--- src/rtl/zynet_frame_sequencer.sv ---
`default_nettype none
// ============================================================================
// Module      : zynet_frame_sequencer
// Description : Frame-level controller for the zyNet classifier. Pulses the
//               network start, streams one frame of source words into it,
//               waits (bounded) for the score vector, scans it for the
//               signed argmax and holds scores plus class for the consumer.
// Revision    : 1.0 - initial release
// ============================================================================
module zynet_frame_sequencer #(
  parameter int WORD_SIZE      = 16,
  parameter int OUTPUT_SIZE    = 10,
  parameter int FRAME_LEN      = 256,
  parameter int TIMEOUT_CYCLES = 65535
) (
  input  logic                                   clk_i,
  input  logic                                   reset_i,
  input  logic                                   frame_go_i,
  input  logic                                   clear_i,
  input  logic [WORD_SIZE-1:0]                   src_data_i,
  input  logic                                   src_valid_i,
  output logic                                   src_ready_o,
  output logic                                   net_start_o,
  output logic [WORD_SIZE-1:0]                   net_data_o,
  output logic                                   net_valid_o,
  input  logic                                   net_ready_i,
  input  logic [OUTPUT_SIZE*WORD_SIZE-1:0]       net_data_i,
  input  logic                                   net_valid_i,
  output logic                                   net_yumi_o,
  output logic [OUTPUT_SIZE*WORD_SIZE-1:0]       res_data_o,
  output logic [((OUTPUT_SIZE > 1) ? $clog2(OUTPUT_SIZE) : 1)-1:0] res_class_o,
  output logic                                   res_valid_o,
  input  logic                                   res_yumi_i,
  output logic                                   busy_o,
  output logic                                   timeout_o,
  output logic [15:0]                            frame_count_o
);

  localparam int c_cls_w  = (OUTPUT_SIZE > 1) ? $clog2(OUTPUT_SIZE) : 1;
  localparam int c_word_w = (FRAME_LEN > 1) ? $clog2(FRAME_LEN) : 1;
  localparam int c_tmo_w  = (TIMEOUT_CYCLES > 1) ? $clog2(TIMEOUT_CYCLES) : 1;

  localparam logic [c_word_w-1:0] c_word_last = c_word_w'(FRAME_LEN - 1);
  localparam logic [c_tmo_w-1:0]  c_tmo_last  = c_tmo_w'(TIMEOUT_CYCLES - 1);
  localparam logic [c_cls_w-1:0]  c_idx_last  = c_cls_w'(OUTPUT_SIZE - 1);

  typedef enum logic [2:0] {
    ST_IDLE   = 3'd0,
    ST_START  = 3'd1,
    ST_STREAM = 3'd2,
    ST_WAIT   = 3'd3,
    ST_ARGMAX = 3'd4,
    ST_HOLD   = 3'd5,
    ST_ERR    = 3'd6
  } state_e;

  state_e                                  state_q;
  logic [c_word_w-1:0]                     word_cnt_q;
  logic [c_tmo_w-1:0]                      tmo_cnt_q;
  logic [c_cls_w-1:0]                      scan_idx_q;
  logic [c_cls_w-1:0]                      best_idx_q;
  logic signed [WORD_SIZE-1:0]             best_val_q;
  logic [OUTPUT_SIZE-1:0][WORD_SIZE-1:0]   res_q;
  logic [15:0]                             frame_cnt_q;

  logic                                    w_in_stream;
  logic                                    w_drain_net;
  logic                                    w_xfer;
  logic signed [WORD_SIZE-1:0]             w_elem;

  // The source is wired straight through to the network only while streaming,
  // so no word can leak across a frame boundary.
  assign w_in_stream = (state_q == ST_STREAM);
  assign w_drain_net = (state_q == ST_WAIT) || (state_q == ST_ERR);
  assign w_xfer      = w_in_stream & src_valid_i & net_ready_i;
  assign w_elem      = res_q[scan_idx_q];

  assign src_ready_o   = w_in_stream & net_ready_i;
  assign net_valid_o   = w_in_stream & src_valid_i;
  assign net_data_o    = w_in_stream ? src_data_i : '0;
  assign net_yumi_o    = w_drain_net & net_valid_i;
  assign net_start_o   = (state_q == ST_START);
  assign busy_o        = (state_q != ST_IDLE);
  assign timeout_o     = (state_q == ST_ERR);
  assign res_valid_o   = (state_q == ST_HOLD);
  assign res_data_o    = res_q;
  assign res_class_o   = best_idx_q;
  assign frame_count_o = frame_cnt_q;

  // Frame sequencing, word/timeout counters, score capture and argmax scan.
  always_ff @(posedge clk_i or negedge reset_i) begin
    if (!reset_i) begin
      state_q     <= ST_IDLE;
      word_cnt_q  <= '0;
      tmo_cnt_q   <= '0;
      scan_idx_q  <= '0;
      best_idx_q  <= '0;
      best_val_q  <= '0;
      res_q       <= '0;
      frame_cnt_q <= '0;
    end else begin
      case (state_q)
        ST_IDLE: begin
          if (frame_go_i) begin
            state_q <= ST_START;
          end
        end

        ST_START: begin
          word_cnt_q <= '0;
          state_q    <= ST_STREAM;
        end

        ST_STREAM: begin
          if (w_xfer) begin
            word_cnt_q <= word_cnt_q + c_word_w'(1);
            if (word_cnt_q == c_word_last) begin
              tmo_cnt_q <= '0;
              state_q   <= ST_WAIT;
            end
          end
        end

        // A vector arriving on the last permitted cycle still counts.
        ST_WAIT: begin
          if (net_valid_i) begin
            res_q      <= net_data_i;
            best_idx_q <= '0;
            best_val_q <= net_data_i[WORD_SIZE-1:0];
            scan_idx_q <= c_cls_w'(1);
            state_q    <= ST_ARGMAX;
          end else if (tmo_cnt_q == c_tmo_last) begin
            state_q <= ST_ERR;
          end else begin
            tmo_cnt_q <= tmo_cnt_q + c_tmo_w'(1);
          end
        end

        // Strict greater-than keeps the lowest index among equal maxima.
        ST_ARGMAX: begin
          if (w_elem > best_val_q) begin
            best_val_q <= w_elem;
            best_idx_q <= scan_idx_q;
          end
          if (scan_idx_q == c_idx_last) begin
            state_q <= ST_HOLD;
          end else begin
            scan_idx_q <= scan_idx_q + c_cls_w'(1);
          end
        end

        ST_HOLD: begin
          if (res_yumi_i) begin
            frame_cnt_q <= frame_cnt_q + 16'd1;
            state_q     <= ST_IDLE;
          end
        end

        ST_ERR: begin
          if (clear_i) begin
            state_q <= ST_IDLE;
          end
        end

        default: begin
          state_q <= ST_IDLE;
        end
      endcase
    end
  end

endmodule
`default_nettype wire

--- config.mk ---
export PLATFORM = sky130hd
export DESIGN_NAME = zynet_frame_sequencer
export DESIGN_NICKNAME = d
export VERILOG_FILES = /design/src/rtl/zynet_frame_sequencer.sv
export SDC_FILE = /design/constraint.sdc
export NUM_CORES = 1
export LEC_CHECK = 0
export CELL_PAD_IN_SITES_DETAIL_PLACEMENT = 0
export CELL_PAD_IN_SITES_GLOBAL_PLACEMENT = 1
export CORE_ASPECT_RATIO = 1.4
export CORE_UTILIZATION = 36
export CTS_CLUSTER_SIZE = 24
export DETAILED_ROUTE_END_ITERATION = 10
export PLACE_DENSITY = 0.9
export RECOVER_POWER = 25
export SYNTH_ARGS = -nofsm -noshare
export SYNTH_HDL_FRONTEND = slang
export SYNTH_SLANG_ARGS = --single-unit
--- constraint.sdc ---
create_clock -name clk_i -period 5.5 [get_ports clk_i]
set_input_delay 1.1 -clock clk_i [delete_from_list [all_inputs] [get_ports clk_i]]
set_output_delay 1.1 -clock clk_i [all_outputs]
set_load 0.01 [all_outputs]
==> run metrics <==
TritonCTS clock tree done; post-synth net total around 1400; reg-to-reg slack, setup 1.18 ns; EDFF count, synth 0; area share of fa/ha/maj cells after synthesis 0.02471; post-synthesis instance area approximately 0.011 sq mm; worst r2r dst best_val_q[14]; launch point of the worst hold path frame_count_o[15]; Post-DP HPWL about 28000 um; worst-case setup slack after placement 1.183 ns; maxcap violations 1; violated checks max-capacitance violations, max-slew violations; worst hold path endpoint frame_count_o[15]; Reg area 0.005684 sq mm; fin. max-slew vios 134; proportion of layout cells with a drive suffix above 1 0.07202; number of buffers on the longest clock path 3; core outline area 0.03022 sq mm; ys async rst share 1.000; type of element launching the critical path flip-flop; sequential-to-total area share from yosys stat 0.5099; xor-xnor portion of the synthesized cell area 0.02831; Worst Max-Slew Pin Slew 3.426 ns; count of filler cells inserted in the layout 2729; cell type with the largest total area after synthesis dfrtp_1; period utilization 0.7853; area of the multi-input gates 0.005085 sq mm; DRC violation count after routing 0; worst-path fanout max 41; compound-gate portion of the synthesized area 0.04414; register clock-pin slew on the reported worst setup and hold paths 0.06 ns; RSZ-0062 raised after global routing no; number of clock buffers inserted by TritonCTS 23; Final Hold Viols 0; fraction of synthesized area in multiplexers 0.1116; antenna violations before repair 2; Synth Area in Simple Gates 0.2455; first-pass detailed-route iteration total 5; drt initial violations 435; number of buffers inserted by port buffering 386; via density per instance 4.927; Setup Total Neg Slack 0 ns; Leakage 7.665 nW; outcome finished with violations; worst vdd rail ir drop about 240 uV; final worst path period need around 4.3 ns; last weighted congestion value of the routability-driven placer approximately 0.96; Ports 387; data required time at the worst endpoint around 5.9 ns; synthesis-stage register bit count ~230; cell depth of the worst hold path 1; number of instances in the synthesized netlist 1199; power density over the cells 548.5 mW/mm^2; pin count of the biggest net entering global routing 135; Yosys top cell area share 0.5099; top flip-flop cell by instance count after synthesis dfrtp_1; H-tree levels 1; nets 1761; upper clock frequency limit 231.5 MHz; count of distinct cell types in the synthesized netlist 56; Post-CTS Hold Buffers 0; Die Ht 210.1 um; number of antenna-violating nets in the routed design 0; clock tree root driver cell clkbuf_16; leftover overflow at the end of global routing 0; clock latency of the later-clocked register in the worst-skew pair 0.54 ns; number of rows in the core area 75; aggregate global-route resource usage 0.2359; worst clock skew on the final layout around 0.018 ns; die width about 150 um; worst slew slack as a fraction of its limit -1.284; count of yosys warnings during synthesis 0; total routed wirelength 37440 um; CTS resizes 0; worst hold slack across all endpoints between 0.4 and 0.5 ns; routed vias 9637; post-CTS setup-driven buffer insertion count 0; type of the tightest min-delay check flip-flop to flip-flop; global-route wire length before repair between 50000 and 60000 um; routed length per placed instance roughly 19 um; Register-to-Register Path Depth 11; total setup violations reported at the end of the flow 0; final worst-path setup slack ~1.2 ns; syn_area_per_cell 9.291 sq um; reg-to-reg critical path startpoint scan_idx_q[0]; largest family of logic cells by synthesized area simple AND/OR/NAND/NOR gates; vias in the first global route 9699; worst path arrival time 4.73 ns; CTS Sinks 227; Synth-to-Final Area Change 44.17%; top area cells in the synthesized netlist dfrtp_1 (51%), nand2_1 (17%), mux2i_1 (4.5%); starting utilization of the core area 0.3687; element type at the critical path end flip-flop; die area 0.03166 sq mm; type of the worst setup path flip-flop to flip-flop
## worst max path at each step
stage / from / slack, ns / end / cells after the start
6_report: scan_idx_q[0] / 1.18 / best_val_q[14] / 11
3_3_place_gp: scan_idx_q[0] / 1.24 / best_val_q[9] / 11
5_1_grt: scan_idx_q[0] / 0.95 / best_val_q[13] / 11
4_1_cts: scan_idx_q[0] / 1.19 / best_val_q[14] / 11
2_1_floorplan: scan_idx_q[1] / 2.01 / best_val_q[10] / 11
3_5_place_dp: scan_idx_q[0] / 1.18 / best_val_q[14] / 11
## cells by family (layout without fill, tap and decap cells)
group,Yosys count,count (layout)
flops,227,227
buf+inv,89,459
fa+ha+maj,22,22
other cells,0,2
mux,100,100
simple gates,658,658
compound gates,67,67
xor+xnor,36,36
## cells in the mapped netlist, types with 2 or more instances
library cell and number:
buf_2 11, nand2_1 508, ha_1 22, o21ai_0 7, and4_1 3, a32o_1 2, and3_1 6, o31ai_1 3
or2_2 2, buf_4 3, a21oi_1 11, and2_1 20, buf_1 4, xnor2_1 26, xor2_1 10, buf_6 5
o22ai_1 16, nand3b_1 2, a31o_2 2, a211o_1 15, nor4_1 4, clkbuf_1 42, mux2i_1 50, mux4_2 16
nand4_1 10, dfrtp_1 227, or3_1 4, nand3_1 21, nor2_1 54, mux2_2 34, nor3_1 11, inv_1 22
nor2b_1 3
## placed cells by master, fill, tap and decap left out, types with 20 or more instances in the layout
master	count
clkbuf_16	23
xnor2_1	26
nand2_1	508
mux2i_1	50
clkdlybuf4s50_1	384
ha_1	22
nand3_1	20
nor2_1	55
dfrtp_1	226
inv_1	22
mux2_2	34
## registers in the layout (all words and copies together), names as in the netlist
register / flops
state_q: 3
scan_idx_q: 4
best_val_q: 16
res_data_o: 160
res_class_o: 4
word_cnt_q: 8
frame_count_o: 16
tmo_cnt_q: 16
## routing by layer
layer	vias to the layer above	global-route usage	routed length, um
li1	4648	-	-
met1	4604	0.2902	14950
met2	318	0.4097	19020
met3	67	0.03182	2013
met4	0	0.1014	1449
met5	-	0	0
## through the flow
stage	power [W]	cell area (sq um)	util	instances
finish	0.008808	16060	0.5315	1956
global route	0.009402	16060	0.5315	1956
CTS	0.008903	16080	0.5322	1954
detailed placement	0.007260	15330	0.5073	1915
global placement	0.007173	15330	0.5073	1915
floorplan	0.005060	11140	-	1199
## critical path, cell delays in order (launching register included)
cell	delay (ns)
dfrtp_4	0.89
buf_4	0.43
mux2i_1	0.29
nor2_1	0.06
a211o_1	0.33
ha_1	0.29
nand4_1	0.20
a2111o_1	0.45
and2_1	0.19
o311ai_4	0.34
buf_4	0.33
mux2_2	0.37
## where the power goes
part,switching (W),total (W),internal (W)
sequential,0.000745,0.00306,0.00231
combinational,0.00200,0.00415,0.00215
clock,0.000668,0.00160,0.000933
total,0.00341,0.00881,0.00540
## layout make-up
class / instances / area share
Clock inverter: 11 / 0.008492
Clock buffer: 28 / 0.03825
Sequential cell: 227 / 0.3540
Tap cell: 385 / 0.03000
Multi-Input combinational cell: 883 / 0.3166
Inverter: 23 / 0.005376
Antenna cell: 2 / 0.0003116
Timing Repair Buffer: 397 / 0.2470
Power figures use the tool's default switching activity.
==> RTL change: new RTL, same flow settings <==
Make the reset (`reset_i`) synchronous in one clocked block.
--- a/src/rtl/zynet_frame_sequencer.sv
+++ b/src/rtl/zynet_frame_sequencer.sv
@@ -90,3 +90,3 @@
   // Frame sequencing, word/timeout counters, score capture and argmax scan.
-  always_ff @(posedge clk_i or negedge reset_i) begin
+  always_ff @(posedge clk_i) begin
     if (!reset_i) begin
Formal check against the unedited RTL: differs if reset_i is asserted again (counterexample within 4 cycles, from zero or initial values and one cycle with reset_i low); with reset_i held inactive, the same outputs for 4 cycles.
==> RTL change against the unedited design <==
- the run still ends with capacitance limit, slew limit left
- routed wire length rose by 4.1%
- largest cell class is now multi-input combinational cells
- die area shrank 6.4%
- non-clock buffer count grew 2
- design area fell by 4.4%
- sequential cell count is the same
- highest routed layer is now met5
- area after synthesis fell by 6.5%
- count of clock-buffer cells in the layout up 7
- setup slack lost 0.24 ns
Power is not compared: it rests on default switching activity, and its combinational part moved more than twofold at a synthesized area within 25%.
==> RTL change: results (changes against the unedited design) <==
metric,value,unit,change
netlist_area,10400,um^2,-6.5%
gp_congestion,0.864,,-9.8%
hold_class,register to register,,
cts-buffers-inserted,24,,+4.3%
dp_hpwl,29200,um,+4.4%
dr.pass1.iters,8,,+3
via_per_inst,5.26,,+6.7%
drv_slew,121,,-9.7%
cts_setup_buffers,0,,unchanged
drive_gt1_share,6.30,%,-0.90 points
root_buffer,clkbuf_16,,
synth_cells,1235,,+3.0%
synth_warnings,0,,unchanged
wl,39000,um,+4.1%
cp_max_fo,120,,+190%
synthTopCellsByCount,"nand2_1 (345), dfxtp_1 (227), a21oi_1 (179)",,
synthTopCellsByArea,"dfxtp_1 (44%), nand2_1 (12%), a21oi_1 (8.6%), mux4_2 (6.9%), mux2i_1 (4.6%)",,
grt.total_usage,25.6,%,+2.0 points
htree_levels,1,,unchanged
p_int,3.24,mW,
ys_seq_area_share,43.6,%,-7.4 points
async_reset_ff_share,0,%,-100 points
drtIter0Drc,626,,+44%
violations,"capacitance limit, slew limit",,
synth.distinct_cells,53,,-5.4%
antenna_found_initial,1,,-1
synthFlopType,dfxtp_1,,
clkTransAtPathRegs,0.06,ns,about the same
synth_nets,1441,,+2.6%
arrival,4.87,ns,+0.14 ns
max-cap-violations,1,,unchanged
slew_headroom,-53.0,%,+75 points
cts-resized-gates,0,,unchanged
p_leak,5.20,nW,
io_buffers,386,,unchanged
finalClockSkew,0.0108,ns,-0.00694 ns
n_antenna_cell,0,,-2
grt_pass1_vias,9961,,+2.7%
place_ws,1.23,ns,+0.0520 ns
fill_cells,2621,,-4.0%
ir_drop,0.217,mV,
grt_pass1_wl,58900,um,+3.8%
clock_path_buffers,3,,unchanged
largest_reg_flops,160,,unchanged
clock_latency,0.52,ns,-0.02 ns
outcome,"complete, but fails checks",,
nNetsFinal,1776,,+0.85%
grt_max_degree,121,,-10%
## RTL change: changes by cell type after synthesis, sizes merged, moves of 15 or more
cell | unedited run | this run
dfrtp | 227 | 0
dfxtp | 0 | 227
a21oi | 11 | 179
nand2 | 508 | 345
clkbuf | 43 | 81
mux2 | 34 | 2
mux4 | 16 | 32
o211ai | 1 | 17
a211o | 15 | 0
o31ai | 3 | 18
## RTL change: path summary, 6_finish.rpt
path | slack, ns | end | cells past startpoint | from
max | 0.94 | best_val_q[3] | 5 | reset_i
min | 0.47 | res_data_o[15] | 2 | res_data_o[15]
max reg2reg | 1.16 | best_val_q[3] | 11 | scan_idx_q[2]
min reg2reg | 0.47 | res_data_o[15] | 2 | res_data_o[15]
## RTL change: per-layer routing
layer  vias to the layer above  wire length (um)  track usage, %  share of wire [%]
met5                         -                11               0              0.028
met4                         2              1790            11.3                4.6
met3                        87              2780            5.19                7.1
met2                       421             20400            47.5                 52
met1                      4876             14000            27.9                 36
li1                       4938                 -               -                  -
## RTL change: through the flow
| step | total power [mW] | cells | cell area [um^2] |
|---|---|---|---|
| after floorplan | 2.42 | 1235 | 10400 |
| after global placement | 2.92 | 1919 | 14600 |
| after detailed placement | 2.93 | 1919 | 14600 |
| after CTS | 4.61 | 1963 | 15400 |
| after global routing | 4.77 | 1963 | 15400 |
| final | 4.57 | 1963 | 15400 |
## RTL change: cell type report
| type | count | share of cell area [%] |
|---|---|---|
| Clock buffer | 35 | 4.84 |
| Clock inverter | 9 | 0.530 |
| Inverter | 26 | 0.668 |
| Multi-Input combinational cell | 892 | 35.5 |
| Sequential cell | 227 | 29.6 |
| Tap cell | 375 | 3.05 |
| Timing Repair Buffer | 399 | 25.8 |
## RTL change: kinds of logic (layout without fill, tap and decap cells)
| kind of cell | after synthesis | count (layout) | synth area share, % |
|---|---|---|---|
| AND/OR/NAND/NOR | 496 | 496 | 20.8 |
| flip-flops | 227 | 227 | 43.6 |
| buffers and inverters | 116 | 469 | 4.32 |
| XOR/XNOR | 32 | 32 | 2.69 |
| adder cells (fa/ha/maj) | 22 | 22 | 2.64 |
| AO/OA/AOI/OAI | 260 | 260 | 14.2 |
| multiplexers | 82 | 82 | 11.7 |
## RTL change: critical path, cell delays in order
cell           delay, ns
dlygate4sd3_1       0.53
clkbuf_1            0.51
inv_6               0.70
buf_2               1.74
o31ai_1             0.26
## RTL change: power groups by stage
stage / clock (mW) / sequential (mW) / combinational, mW
after floorplan: 0 / 1.85 / 0.571
after CTS: 1.71 / 1.89 / 1.01
final: 1.68 / 1.89 / 1.00
after global placement: 0 / 1.93 / 0.998
after detailed placement: 0 / 1.93 / 1.01
after global routing: 1.78 / 1.91 / 1.09
